===== src/rtl/mandelbrot_cfg_pkg.sv =====
// Shared definitions for the Mandelbrot core configuration path: word layout,
// frame-scheduler state encoding and a small constant helper.
package mandelbrot_cfg_pkg;

    localparam int CFG_WIDTH = 57;

    // Config word field map (LSB offset / width)
    localparam int X_LSB        = 0;
    localparam int X_W          = 16;
    localparam int Y_LSB        = 16;
    localparam int Y_W          = 16;
    localparam int SCALE_LSB    = 32;
    localparam int SCALE_W      = 7;
    localparam int MODE_LSB     = 39;
    localparam int MODE_W       = 3;
    localparam int MAX_ITER_LSB = 42;
    localparam int MAX_ITER_W   = 15;

    typedef enum logic [2:0] {
        ST_IDLE  = 3'd0,
        ST_SETUP = 3'd1,
        ST_HIGH  = 3'd2,
        ST_LOW   = 3'd3,
        ST_GAP   = 3'd4
    } cfg_state_e;

    function automatic int max_int(input int a, input int b);
        return (a > b) ? a : b;
    endfunction

endpackage


===== src/rtl/cfg_rr_arbiter.sv =====
// Two-way round-robin grant between the host loader (A) and the preset
// stepper (B). On a tie the side that was not served last wins.
module cfg_rr_arbiter
    import mandelbrot_cfg_pkg::*;
(
    input  logic enable,
    input  logic a_valid,
    input  logic b_valid,
    input  logic last_src,
    output logic a_ready,
    output logic b_ready
);

    // Grant only while the scheduler can take a word
    always_comb begin
        a_ready = 1'b0;
        b_ready = 1'b0;
        if (enable) begin
            a_ready = a_valid && (!b_valid || last_src);
            b_ready = b_valid && (!a_valid || !last_src);
        end else begin
            a_ready = 1'b0;
            b_ready = 1'b0;
        end
    end

endmodule


===== src/rtl/cfg_frame_scheduler.sv =====
// Serial configuration controller: takes a word from A or B and shifts it
// LSB-first onto the core's enable/sclk/data port as one framed burst.
// Data only moves on the falling sclk edge, so the core samples on the rise.
module cfg_frame_scheduler
    import mandelbrot_cfg_pkg::*;
#(
    parameter int CFG_WIDTH  = mandelbrot_cfg_pkg::CFG_WIDTH,
    parameter int SCLK_DIV   = 1,
    parameter int GAP_CYCLES = 1
) (
    input  logic                 clk,
    input  logic                 reset,
    input  logic                 a_valid,
    input  logic [CFG_WIDTH-1:0] a_data,
    output logic                 a_ready,
    input  logic                 b_valid,
    input  logic [CFG_WIDTH-1:0] b_data,
    output logic                 b_ready,
    output logic                 cfg_en,
    output logic                 cfg_sclk,
    output logic                 cfg_data,
    output logic                 busy,
    output logic                 done,
    output logic                 last_src
);

    localparam int BIT_W = $clog2(CFG_WIDTH + 1);
    localparam int DIV_W = $clog2(max_int(SCLK_DIV, GAP_CYCLES) + 1);
    localparam logic [DIV_W-1:0] DIV_LAST = DIV_W'(SCLK_DIV - 1);
    localparam logic [DIV_W-1:0] GAP_LAST = DIV_W'(GAP_CYCLES - 1);
    localparam logic [BIT_W-1:0] BIT_LAST = BIT_W'(CFG_WIDTH);

    cfg_state_e           state_r, state_s;
    logic [DIV_W-1:0]     div_r, div_s;
    logic [BIT_W-1:0]     bit_r, bit_s;
    logic [CFG_WIDTH-1:0] shift_r, shift_s;
    logic                 last_src_r, last_src_s;
    logic                 cfg_en_r, cfg_en_s;
    logic                 cfg_sclk_r, cfg_sclk_s;
    logic                 busy_r, busy_s;
    logic                 done_r, done_s;
    logic                 a_ready_s, b_ready_s;

    cfg_rr_arbiter u_arb (
        .enable   (state_r == ST_IDLE),
        .a_valid  (a_valid),
        .b_valid  (b_valid),
        .last_src (last_src_r),
        .a_ready  (a_ready_s),
        .b_ready  (b_ready_s)
    );

    // Frame sequencing: accept, setup, sclk high/low per bit, then gap
    always_comb begin
        state_s    = state_r;
        div_s      = div_r;
        bit_s      = bit_r;
        shift_s    = shift_r;
        last_src_s = last_src_r;
        case (state_r)
            ST_IDLE: begin
                if (a_ready_s || b_ready_s) begin
                    shift_s    = b_ready_s ? b_data : a_data;
                    last_src_s = b_ready_s;
                    bit_s      = {BIT_W{1'b0}};
                    div_s      = {DIV_W{1'b0}};
                    state_s    = ST_SETUP;
                end else begin
                    state_s = ST_IDLE;
                end
            end
            ST_SETUP: begin
                if (div_r == DIV_LAST) begin
                    div_s   = {DIV_W{1'b0}};
                    state_s = ST_HIGH;
                end else begin
                    div_s = div_r + DIV_W'(1);
                end
            end
            ST_HIGH: begin
                if (div_r == DIV_LAST) begin
                    shift_s = {1'b0, shift_r[CFG_WIDTH-1:1]};
                    bit_s   = bit_r + BIT_W'(1);
                    div_s   = {DIV_W{1'b0}};
                    state_s = ST_LOW;
                end else begin
                    div_s = div_r + DIV_W'(1);
                end
            end
            ST_LOW: begin
                if (div_r == DIV_LAST) begin
                    div_s = {DIV_W{1'b0}};
                    if (bit_r == BIT_LAST) begin
                        state_s = ST_GAP;
                    end else begin
                        state_s = ST_HIGH;
                    end
                end else begin
                    div_s = div_r + DIV_W'(1);
                end
            end
            ST_GAP: begin
                if (div_r == GAP_LAST) begin
                    div_s   = {DIV_W{1'b0}};
                    state_s = ST_IDLE;
                end else begin
                    div_s = div_r + DIV_W'(1);
                end
            end
            default: begin
                state_s = ST_IDLE;
                div_s   = {DIV_W{1'b0}};
                bit_s   = {BIT_W{1'b0}};
            end
        endcase
    end

    // Output values for the coming cycle, decoded from the next state
    always_comb begin
        cfg_en_s   = 1'b0;
        cfg_sclk_s = 1'b0;
        busy_s     = 1'b0;
        done_s     = 1'b0;
        case (state_s)
            ST_SETUP: begin
                cfg_en_s = 1'b1;
                busy_s   = 1'b1;
            end
            ST_HIGH: begin
                cfg_en_s   = 1'b1;
                cfg_sclk_s = 1'b1;
                busy_s     = 1'b1;
            end
            ST_LOW: begin
                cfg_en_s = 1'b1;
                busy_s   = 1'b1;
                done_s   = (bit_s == BIT_LAST) && (div_s == DIV_LAST);
            end
            ST_GAP: begin
                busy_s = 1'b1;
            end
            default: begin
                busy_s = 1'b0;
            end
        endcase
    end

    // State, datapath and registered outputs; reset abandons any frame in flight
    always_ff @(posedge clk or posedge reset) begin
        if (reset) begin
            state_r    <= ST_IDLE;
            div_r      <= {DIV_W{1'b0}};
            bit_r      <= {BIT_W{1'b0}};
            shift_r    <= {CFG_WIDTH{1'b0}};
            last_src_r <= 1'b1;
            cfg_en_r   <= 1'b0;
            cfg_sclk_r <= 1'b0;
            busy_r     <= 1'b0;
            done_r     <= 1'b0;
        end else begin
            state_r    <= state_s;
            div_r      <= div_s;
            bit_r      <= bit_s;
            shift_r    <= shift_s;
            last_src_r <= last_src_s;
            cfg_en_r   <= cfg_en_s;
            cfg_sclk_r <= cfg_sclk_s;
            busy_r     <= busy_s;
            done_r     <= done_s;
        end
    end

    assign a_ready  = a_ready_s;
    assign b_ready  = b_ready_s;
    assign cfg_en   = cfg_en_r;
    assign cfg_sclk = cfg_sclk_r;
    assign cfg_data = shift_r[0];
    assign busy     = busy_r;
    assign done     = done_r;
    assign last_src = last_src_r;

endmodule


===== config.mk =====
export PLATFORM = sky130hd
export DESIGN_NAME = cfg_frame_scheduler
export DESIGN_NICKNAME = d
export VERILOG_FILES = /design/src/rtl/mandelbrot_cfg_pkg.sv /design/src/rtl/cfg_rr_arbiter.sv /design/src/rtl/cfg_frame_scheduler.sv
export SDC_FILE = /design/constraint.sdc
export NUM_CORES = 1
export LEC_CHECK = 0
export BUFFER_PORTS_ARGS = -buffer_cell sky130_fd_sc_hd__buf_2
export CAP_MARGIN = 20
export CELL_PAD_IN_SITES_DETAIL_PLACEMENT = 1
export CELL_PAD_IN_SITES_GLOBAL_PLACEMENT = 1
export CORE_AREA = 4 4 111 113
export CTS_CLUSTER_DIAMETER = 100
export DETAILED_ROUTE_END_ITERATION = 12
export DIE_AREA = 0 0 115 117
export PLACE_DENSITY_LB_ADDON = 0.1
export SLEW_MARGIN = 20
export SYNTH_ARGS = -nofsm -noshare
export SYNTH_HDL_FRONTEND = slang
export SYNTH_SLANG_ARGS = --single-unit
export TNS_END_PERCENT = 30

===== constraint.sdc =====
create_clock -name clk -period 2.83 [get_ports clk]
set_input_delay 0.566 -clock clk [delete_from_list [all_inputs] [get_ports clk]]
set_output_delay 0.566 -clock clk [all_outputs]
set_load 0.05 [all_outputs]

# Yosys cells after proc, flatten, opt, wreduce, memory -nomap -nowiden
# Index checks and enable logic that the tools add are counted.
[word_totals]
reg_bits = 72
input_bits = 118
out_inout_bits = 8
word_cells = 64
[op_classes]
n_addsub = 2
n_eq_ne = 12
muxes = 23
bitwise_logic = 1
n_reduce_logical = 17
[ops]
columns = ["operator", "count"]
rows = [
  ["$mux 57", 3],
  ["$pmux 57 s2", 1],
  ["$pmux 6 s3", 1],
  ["$mux 3", 5],
  ["$pmux 3 s5", 1],
  ["$eq 3x2->1 const B", 4],
  ["$eq 6x6->1 const B", 2],
  ["$mux 6", 2],
  ["$mux 1", 9],
  ["$reduce_or 4->1", 2],
  ["$add 6x1->6 const B", 1],
  ["$eq 3x1->1 const B", 2],
  ["$eq 3x3->1 const B", 2],
  ["$reduce_or 3->1", 2],
  ["$ne 2x2->1 const B", 2],
  ["$logic_and 1x1->1", 3],
  ["$logic_not 1->1", 3],
  ["$logic_not 3->1", 1],
  ["$logic_or 1x1->1", 3],
  ["$reduce_and 3->1", 1],
  ["$pmux 1 s2", 1],
  ["$reduce_and 2->1", 1],
  ["$reduce_bool 2->1", 1],
  ["$add 1x1->1 const B", 1],
  ["$not 1->1", 1],
]

# Logic depth before layout (Yosys ltp)
# Gate-level depths: netlist (run 1).
[logic_depth]
word_depth = 10
ltp_mapped = 9

# By module
# Synthesis (run 1) repeated with hierarchy kept, for this count alone.
[unflattened]
cells_unflattened = 461
hier_area_um2 = 3992.6
[by_module_without_submodules]
columns = ["mod", "n_inst", "cells_per_inst", "area_each_um2"]
rows = [
  ["cfg_frame_scheduler", 1, 456, 3971.3],
  ["cfg_rr_arbiter", 1, 5, 21.3],
]

# Worst setup path before layout (run 1)
# OpenSTA, ideal clock, no wires.
[synth_timing]
path_type = "reg2out"
startpoint = "register last_src_r (netlist: last_src)"
endpoint = "output b_ready"
t_arrival_ns = 1.681
t_required_ns = 2.264
setup_slack_ns = 0.583
stages_incl_launch_ff = 6
path_buffers = 2
cell_sequence = "dfstp_2 -> a21boi_1 -> nand2_1 -> buf_2 -> clkbuf_1 -> inv_1"
[synth_between]
elab_chain_len = 4
[synth_rtl]
columns = ["element", "line_no", "source"]
rows = [
  ["start: declaration", "cfg_frame_scheduler.sv:37", "logic last_src_r, last_src_s;"],
  ["start signal: assignment", "cfg_frame_scheduler.sv:165", "last_src_r <= last_src_s;"],
  ["$logic_not 1->1", "cfg_rr_arbiter.sv:20", "b_ready = b_valid && (!a_valid || !last_src);"],
  ["$logic_or 1x1->1", "cfg_rr_arbiter.sv:20", ""],
  ["$logic_and 1x1->1", "cfg_rr_arbiter.sv:20", ""],
  ["$mux 1", "cfg_rr_arbiter.sv:18", "if (enable) begin"],
  ["end: declaration", "cfg_frame_scheduler.sv:18", "output logic b_ready,"],
]
# Every way passes these cells.

# Worst setup path after layout (run 1)
[layout_timing]
startpoint = "register state_r[2]"
endpoint = "output b_ready"
[layout_between]
elab_chain_len = 2
[layout_rtl]
columns = ["element", "line_no", "source"]
rows = [
  ["start: declaration", "cfg_frame_scheduler.sv:33", "cfg_state_e state_r, state_s;"],
  ["start signal: assignment", "cfg_frame_scheduler.sv:161", "state_r <= state_s;"],
  ["$logic_not 3->1", "cfg_frame_scheduler.sv:45", ".enable (state_r == ST_IDLE),"],
  ["$mux 1", "cfg_rr_arbiter.sv:18", ""],
]
# Every way passes these cells.

==> results.toml, run 1 <==
[outcome]
status = "completed"

[global_route]
grt_usage_pct = 18.6
met2_usage_pct = 30.2
grt_pass1_wl_um = 20200
busiest_layer = "met2"
overflow = 0
antenna_found_initial = 0
first_global_vias = 4124
gr-usage-met1_pct = 25.3
grt_start_max_net_pins = 63
use_met3_pct = 3.39

[timing]
drv_slew = 0
rsz0062_at_grt = "false"
setup_viol = 0
max_freq_mhz = 418
layout_min_cycle_time_ps = 2390
clock-skew-final_ps = 6.03
tightest_slew_ps = 723
maxSlewHeadroom_pct = 51.7
tns_ps = 0
period_share_pct = 84.5
hold_viol_final = 0

[die]
coreArea_um2 = 11300
num_rows = 39
dieArea_um2 = 13500
io_pins = 126
die-width_um = 115
start_util_pct = 37.6
fp.dieH_um = 117

[routing]
dr_total_vias = 4039
remaining_drc_errors = 0
totalWireLength_um = 12400
drtAntennaViolNets = 0
firstDrtPassIters = 5
viasPerCell = 5.58
wl_per_cell_um = 17.1
drt_iter0_markers = 240

[setup_path]
cp-start-kind = "flop"
cp_num_buf_inv = 3
endpoint_kind = "output pin"
cp_top_family = "buffers and inverters"
cp_slowest_cell = "dfrtp_1"
cp.required_ps = 2260
path_class = "flop to output pin"
critPathMaxFanout = 22
crit_chain = "nor3_4, buf_4, nand2_2, inv_1, buf_2"
max_stage_delay_ps = 510
critPathArrivalTime_ps = 1820

[synth]
synth_ff_type = "dfrtp_1"
ys_ff_latch = 72
ys_types = 45
avgSynthCellArea_um2 = 8.90
ys_seq_area_share_pct = 42.4
synth_commonest_cells = "dfrtp_1 (71), nand2_1 (63), nor2_1 (63), nand3_1 (59), a21o_1 (56)"
synth_most_common_cell = "dfrtp_1"
synth-edff-count = 0
ys.warnings.count = 0
async_flop_share_pct = 100
synthTopCellsByArea = "dfrtp_1 (42%), a21o_1 (9.9%), a311oi_1 (7.4%)"
synth_top_area_share_pct = 41.8
synthCells = 478
synth_nets = 598
netlist_area_um2 = 4250
synth_top_cell_by_area = "dfrtp_1"

[placement]
io_buffers = 125
gp_congestion = 0.728
hpwlAfterDp_um = 8510

[power_and_ir_drop]
intPower_uw = 1740
p_clk_share_pct = 47.1
p_per_area_nw_per_um2 = 427
power_switching_share_pct = 22.0
switchingPower_uw = 492
p_leak_uw = 0.00251
ir_drop_mv = 0.226
comb_power_share_pct = 6.8
p_seq_share_pct = 46.1

[clock_network]
htreeDepth = 3
cts_made_buffers = 9
cts.sinks = 72
postCtsHoldBufs = 0
path_clk_slew_ps = 50
cts-root-buf = "clkbuf_16"
clkLatencyLatePin_ps = 330
ctsLongestPathBuffers = 2
post_cts_buffers = 0
postCtsResizedCells = 0
cts_tree = "yes"

[final_layout]
area_growth_pct = 23.0
n_fill_cell = 1354
nNetsFinal = 696
layout-drive-gt1-share_pct = 29.9
num_antenna_cells = 0
final_util_pct = 46.2

[min_path]
min_path_type = "primary input to async pin"

[flow_run]
cap_violations = 0
-- kinds of logic after synthesis --
kind of cell / Yosys count / share of synthesized area (%)
xor gates and xnor gates: 4 / 0.824
muxes: 1 / 0.235
DFF: 72 / 42.4
AOI/OAI and AO/OA: 138 / 28.3
adders and majority gates: 2 / 0.588
and+or+nand+nor: 208 / 21.8
buffers and inverters: 53 / 5.83
-- state kept, by name, summed over array words and instances (netlist names) --
signal,flops
last_src,1
shift_r,57
state_r,3
done,1
cfg_sclk,1
bit_r,6
busy,1
div_r,1
cfg_en,1
-- power by group through the flow --
stage	clock network, uW	registers, uW	logic (uW)
after floorplan	0	1050	47.0
after global placement	0	1050	153
after detailed placement	0	1050	154
after CTS	1080	1030	156
after global routing	1130	1030	172
final	1050	1030	152
-- metal layers --
metal | share of wire [%] | wire (um) | vias up
li1 | - | - | 1939
met1 | 46 | 5750 | 2001
met2 | 47 | 5880 | 90
met3 | 5.1 | 638 | 9
met4 | 1.2 | 143 | 0
met5 | 0 | 0 | -
-- cell type report --
class,instances,area [um^2],share of cell area [%]
repair buffers,135,726,13.9
inverters,5,20.0,0.383
clock buffers,15,268,5.12
multi-input cells,353,2230,42.7
clock inverters,1,5.00,0.0956
flip-flops and latches,72,1800,34.5
well taps,143,179,3.42
-- through the flow --
| step | std cells | setup slack [ps] | hold WS [ps] | cell area, um^2 | total power, uW |
|---|---|---|---|---|---|
| after floorplan | 478 | 441 | 450 | 4250 | 1100 |
| after global routing | 724 | 290 | 149 | 5230 | 2330 |
| after detailed placement | 708 | 581 | 464 | 4960 | 1200 |
| after CTS | 724 | 407 | 138 | 5230 | 2260 |
| after global placement | 708 | 623 | 460 | 4960 | 1200 |
| final | 724 | 440 | 144 | 5230 | 2230 |
-- final timing paths --
check | end | from | slack (ps) | cells past startpoint
min | shift_r[44] | reset | 140 | 2
min reg2reg | shift_r[46] | shift_r[46] | 470 | 1
max in group asynchronous | last_src | reset | 2070 | 3
max reg2reg | shift_r[28] | state_r[1] | 580 | 5
min in group clk | shift_r[46] | shift_r[46] | 470 | 1
max | b_ready | state_r[2] | 440 | 5
-- cell usage in the layout (no fill, tap or decap), types with 8 or more instances in the layout --
cell type,n
buf_2,125
dfrtp_1,71
nor2_1,63
nand2_1,62
nand3_1,59
a21o_1,56
a311oi_1,36
a311oi_2,20
clkbuf_16,9
o21ai_0,8
buf_4,8
No activity file was read; power rests on OpenSTA's default activity.
==> run 2, diff against run 1 <==
ABC_AREA = 1   (was default)
CORE_AREA = 4 4 114 116   (was 4 4 111 113)
DIE_AREA = 0 0 118 120   (was 0 0 115 117)
clock period = 2.5 ns   (was 2.83 ns; I/O delays follow)
==> run 2 against run 1 <==
Net effect:
- via count is 8.9% higher
- synthesized cell count grew 30%
- non-clock buffer count up 2
- cell count is 21% higher
- sequential power up 14%
- flip-flop and latch count is the same
- sequential share of layout area down 0.49 points
- die area rose by 5.2%
- wire length is 2.6% higher
- setup slack lost 72 ps
==> results.toml, run 2 <==
[global_route]
first_global_vias = 4556
grt_pass1_wl_um = 21200
antenna_found_initial = 0
overflow = 0
grt_usage_pct = 18.3
grt_start_max_net_pins = 57

[final_layout]
largest_register = "shift_r"
final_cell_mix = "nand2_1 (261), buf_2 (125), dfrtp_1 (70)"
final-seq-area_um2 = 1800
layout-drive-gt1-share_pct = 22.7
final_common_cell = "nand2_1"
largest_reg_flops = 57
multi_input_area_um2 = 2150
n_fill_cell = 1528
top_regs = "shift_r x57, bit_r x6, state_r x3"
num_antenna_cells = 0
area_growth_pct = 25.1
nNetsFinal = 846

[clock_network]
clkLatencyLatePin_ps = 340
htreeDepth = 3
postCtsHoldBufs = 0
postCtsResizedCells = 0
ctsLongestPathBuffers = 2
path_clk_slew_ps = 60
cts.sinks = 72
cts_made_buffers = 9
post_cts_buffers = 0
cts-root-buf = "clkbuf_16"
cts_tree = "yes"

[synth]
ys.warnings.count = 0
ys_ff_latch = 72
synth_most_common_cell = "nand2_1"
synth_ff_type = "dfrtp_1"
synth-edff-count = 0
netlist_area_um2 = 4240
synthCells = 621
ys_types = 27
synth_top_area_share_pct = 41.9
synthTopCellsByArea = "dfrtp_1 (42%), nand2_1 (23%), a31oi_1 (8.1%)"
ys_seq_area_share_pct = 42.5
synth_commonest_cells = "nand2_1 (262), dfrtp_1 (71), nor2_1 (64), o21ai_0 (59), a31oi_1 (55)"
async_flop_share_pct = 100
avgSynthCellArea_um2 = 6.83
synth_top_cell_by_area = "dfrtp_1"
synth_nets = 741

[power_and_ir_drop]
switchingPower_uw = 608
intPower_uw = 2130
p_per_area_nw_per_um2 = 516
p_clk_share_pct = 50.9
p_leak_uw = 0.00281
power_switching_share_pct = 22.2
ir_drop_mv = 0.360
p_seq_share_pct = 42.7
comb_power_share_pct = 6.4

[setup_path]
max_stage_delay_ps = 550
cp_num_buf_inv = 2
critPathMaxFanout = 6
endpoint_kind = "output pin"
cp-start-kind = "flop"
cp.required_ps = 2000
critPathArrivalTime_ps = 1630
path_class = "flop to output pin"
crit_chain = "inv_1, nand2_1, nand2_1, nor2_4, buf_2"
cp_top_family = "flip-flops"
cp_slowest_cell = "dfstp_2"
crit_path_frequent_cell = "nand2_1"

[min_path]
min_path_type = "primary input to async pin"

[die]
dieArea_um2 = 14200
die-width_um = 118
start_util_pct = 35.6
io_pins = 126
coreArea_um2 = 11900
fp.dieH_um = 120
num_rows = 40

[placement]
hpwlAfterDp_um = 9060
gp_congestion = 0.783
io_buffers = 125
place_ws_ps = 537

[routing]
viasPerCell = 5.01
dr_total_vias = 4397
wl_per_cell_um = 14.5
firstDrtPassIters = 4
remaining_drc_errors = 0
drtAntennaViolNets = 0
drt_iter0_markers = 131
totalWireLength_um = 12700

[timing]
setup_viol = 0
drv_slew = 0
tightest_slew_ps = 526
rsz0062_at_grt = "false"
worst_slack_ps = 367
period_share_pct = 85.3
maxSlewHeadroom_pct = 64.5
clock-skew-final_ps = 3.98
tns_ps = 0
max_freq_mhz = 469
layout_min_cycle_time_ps = 2130
hold_viol_final = 0

[outcome]
status = "completed"

[flow_run]
cap_violations = 0
run 2: cell types whose count changed after synthesis, moves of 20 or more:
cell | before | now
a21o_1 | 56 | 0
a311oi_1 | 36 | 0
nand2_1 | 63 | 262
a31oi_1 | 1 | 55
a311oi_2 | 20 | 0
o21ai_0 | 8 | 59
nand3_1 | 59 | 18
run 2: per-stage QoR:
step / hold WS, ps / total power (uW) / util (%) / instances / cell area [um^2]
floorplan: 495 / 1250 / - / 621 / 4240
global placement: 513 / 1360 / 41.9 / 862 / 4990
detailed placement: 533 / 1370 / 41.9 / 862 / 4990
CTS: 170 / 2780 / 44.6 / 878 / 5310
global route: 203 / 2860 / 44.6 / 878 / 5310
finish: 164 / 2740 / 44.6 / 878 / 5310
run 2: per-layer routing:
layer,routed length [um],global-route usage [%],vias up
li1,-,-,2233
met1,5900,23.8,2056
met2,6090,30.4,92
met3,499,2.92,16
met4,252,7.40,0
met5,0,0,-
run 2: worst paths after layout:
check	cells past startpoint	end	slack, ps	from
setup reg to reg	8	shift_r[55]	600	state_r[0]
min in group clk	5	shift_r[8]	520	a_data[8]
max in group asynchronous	3	last_src	1670	reset
setup / recovery	5	a_ready	370	last_src
hold / removal	2	shift_r[9]	160	reset
hold reg to reg	2	last_src	540	last_src
run 2: cell families (layout without fill, tap and decap cells):
logic type / Yosys count / count (layout) / synth area share (%)
AOI/OAI and AO/OA: 122 / 122 / 16.2
adders and majority gates: 2 / 2 / 0.590
buffers and inverters: 66 / 176 / 7.25
DFF: 72 / 72 / 42.5
and+or+nand+nor: 359 / 359 / 33.5
run 2: cell type report:
class / instances / area share, %
Tap cell: 147 / 3.46
Sequential cell: 72 / 34.0
Inverter: 23 / 1.65
Timing Repair Buffer: 137 / 14.4
Multi-Input combinational cell: 483 / 40.4
Clock buffer: 9 / 4.24
Clock inverter: 7 / 1.81
run 2: worst register-to-register path, stage by stage, from the launching register on:
cell	delay, ps
dfrtp_1	410
inv_1	150
nand2_2	100
nor2_4	100
buf_4	250
buf_4	450
nand2_1	130
o21ai_0	110
a21oi_1	90
run 2: power by group through the flow:
stage               Clock, uW  Combinational (uW)  Sequential, uW
floorplan                   0                59.5            1190
detailed placement          0                 179            1190
global placement            0                 172            1190
global route             1490                 201            1170
CTS                      1430                 180            1170
finish                   1390                 175            1170
==> run 3, diff against run 2 <==
CORE_AREA = 4 4 111 113   (was 4 4 114 116)
DIE_AREA = 0 0 115 117   (was 0 0 118 120)
SYNTH_HIERARCHICAL = 1   (was default)
==> run 3 against run 2 <==
Net effect:
- cell count shrank 8.3%
- clock skew grew 3.5 ps
- fmax shrank 9.0%
- worst hold slack gained 89 ps
- count of clock-buffer cells in the layout grew 2
- highest routed layer unchanged
==> results.toml, run 3 <==
[synth]
synthTopCellsByArea = "dfrtp_1 (44%), o21ai_0 (16%), nor2_1 (12%)"
synth_most_common_cell = "o21ai_0"
ys_types = 29
synthCells = 549
ys_ff_latch = 72
async_flop_share_pct = 100
ys_seq_area_share_pct = 44.8
synth_top_cell_by_area = "dfrtp_1"
synth_top_area_share_pct = 44.1
ys.warnings.count = 6
synth_commonest_cells = "o21ai_0 (129), nor2_1 (126), nand2_1 (95), dfrtp_1 (71), o21ai_1 (31)"
synth_nets = 669
avgSynthCellArea_um2 = 7.34
synth-edff-count = 0
synth_ff_type = "dfrtp_1"
netlist_area_um2 = 4030

[power_and_ir_drop]
comb_power_share_pct = 45.5
power_switching_share_pct = 42.6
p_per_area_nw_per_um2 = 1240
switchingPower_uw = 2690
p_clk_share_pct = 21.7
ir_drop_mv = 0.638
p_leak_uw = 0.00249
p_seq_share_pct = 32.8
intPower_uw = 3610

[die]
die-width_um = 115
num_rows = 39
io_pins = 126
fp.dieH_um = 117
dieArea_um2 = 13500
start_util_pct = 35.6
coreArea_um2 = 11300

[min_path]
min_path_type = "primary input to async pin"

[timing]
period_share_pct = 93.7
setup_viol = 0
layout_min_cycle_time_ps = 2340
tightest_slew_ps = 870
tns_ps = 0
clock-skew-final_ps = 7.49
maxSlewHeadroom_pct = 42.0
timing.hold.ws_ps = 253
hold_viol_final = 0
max_freq_mhz = 427
rsz0062_at_grt = "false"
drv_slew = 0

[clock_network]
htreeDepth = 3
cts-root-buf = "clkbuf_16"
cts.sinks = 72
cts_made_buffers = 9
clkLatencyLatePin_ps = 330
cts_tree = "yes"
ctsLongestPathBuffers = 2
path_clk_slew_ps = 60

[setup_path]
cp.required_ps = 2000
cp-start-kind = "flop"
critPathArrivalTime_ps = 1840
path_class = "flop to output pin"
endpoint_kind = "output pin"
critPathMaxFanout = 30

[final_layout]
final_common_cell = "o21ai_0"
final_cell_mix = "o21ai_0 (129), nor2_1 (125), buf_2 (124)"
nNetsFinal = 777
layout-drive-gt1-share_pct = 26.4
top_regs = "shift_r x57, bit_r x6, state_r x3"
largest_register = "shift_r"
n_fill_cell = 1474
largest_reg_flops = 57
num_antenna_cells = 0
area_growth_pct = 26.0

[routing]
wl_per_cell_um = 13.7
dr_total_vias = 3948
firstDrtPassIters = 5
totalWireLength_um = 11000
remaining_drc_errors = 0
viasPerCell = 4.90
drtAntennaViolNets = 0
drt_iter0_markers = 182

[global_route]
grt_usage_pct = 16.8
antenna_found_initial = 0
grt_start_max_net_pins = 114
overflow = 0
grt_pass1_wl_um = 18500
first_global_vias = 4012

[placement]
gp_congestion = 0.774
hpwlAfterDp_um = 7660
io_buffers = 125

[flow_run]
cap_violations = 0

[outcome]
status = "completed"
[run 3: changes by cell type after synthesis, sizes merged, moves of 2 or more]
cell	previous run	this run
a31oi	55	0
buf	25	20
clkbuf	18	16
nand2	264	96
nand3	18	9
nand4	5	1
nor2	68	128
o21ai	61	173
[run 3: final timing paths]
check / startpoint / endpoint / slack, ps / cells after the start
worst max-delay path: state_r[0] / b_ready / 160 / 7
worst min-delay path: reset / shift_r[10] / 250 / 3
worst max register to register: state_r[0] / shift_r[36] / 290 / 12
worst min register to register: shift_r[50] / shift_r[50] / 480 / 2
max in group asynchronous: reset / last_src / 1910 / 3
min in group clk: shift_r[50] / shift_r[50] / 480 / 2
[run 3: worst max-delay path: stages (launching register included)]
cell and delay [ps]:
dfrtp_1 460, nor2_2 150, nand2_1 80, inv_1 80, nand2_1 80, a21oi_4 200, buf_12 210, buf_4 220
[run 3: final cells by class]
cell class | count | area, um^2 | area share [%]
clock buffer | 11 | 233 | 4.58
clock inverter | 5 | 81.3 | 1.60
inverter | 21 | 82.6 | 1.63
multi-input combinational | 420 | 1930 | 38.1
sequential | 72 | 1800 | 35.5
tap | 143 | 179 | 3.52
timing repair buffer | 133 | 763 | 15.0
[run 3: stage by stage]
step	total power, uW	utilization, %	cell area, um^2	instances	setup WS, ps
floorplan	4370	-	4040	549	177
global placement	4860	42.0	4750	788	451
detailed placement	4990	42.0	4750	788	337
CTS	6400	44.7	5060	804	9.43
global route	6950	44.8	5080	805	11.4
finish	6300	44.8	5080	805	158
[run 3: power groups by stage]
stage | Sequential, uW | Clock (uW) | Combinational (uW)
after floorplan | 2090 | 0 | 2280
after global routing | 2140 | 1460 | 3350
after global placement | 2060 | 0 | 2800
final | 2070 | 1370 | 2860
after CTS | 2070 | 1400 | 2930
after detailed placement | 2070 | 0 | 2920
[run 3: routing by layer]
| layer | vias up | track usage [%] | part of all wire, % |
|---|---|---|---|
| met4 | 0 | 3.76 | 0.91 |
| met3 | 9 | 3.80 | 5.1 |
| met5 | - | 0 | 0 |
| met2 | 77 | 28.4 | 48 |
| li1 | 2018 | - | - |
| met1 | 1844 | 22.2 | 46 |
[run 3: kinds of logic (layout without fill, tap and decap cells)]
group | after synthesis | after routing | share of synthesized area [%]
AND/OR/NAND/NOR | 237 | 237 | 23.0
AO/OA/AOI/OAI | 180 | 180 | 23.8
flip-flops | 72 | 72 | 44.8
buffers and inverters | 57 | 170 | 7.64
adder cells (fa/ha/maj) | 2 | 2 | 0.621
XOR/XNOR | 1 | 1 | 0.217
[run 3: what timing repair did]
action / 4_1_cts / 5_1_grt
setup endpoints to repair: 0 / 1
setup buffers: 0 / 1
hold buffers: 0 / 0
resized for setup: 0 / 3
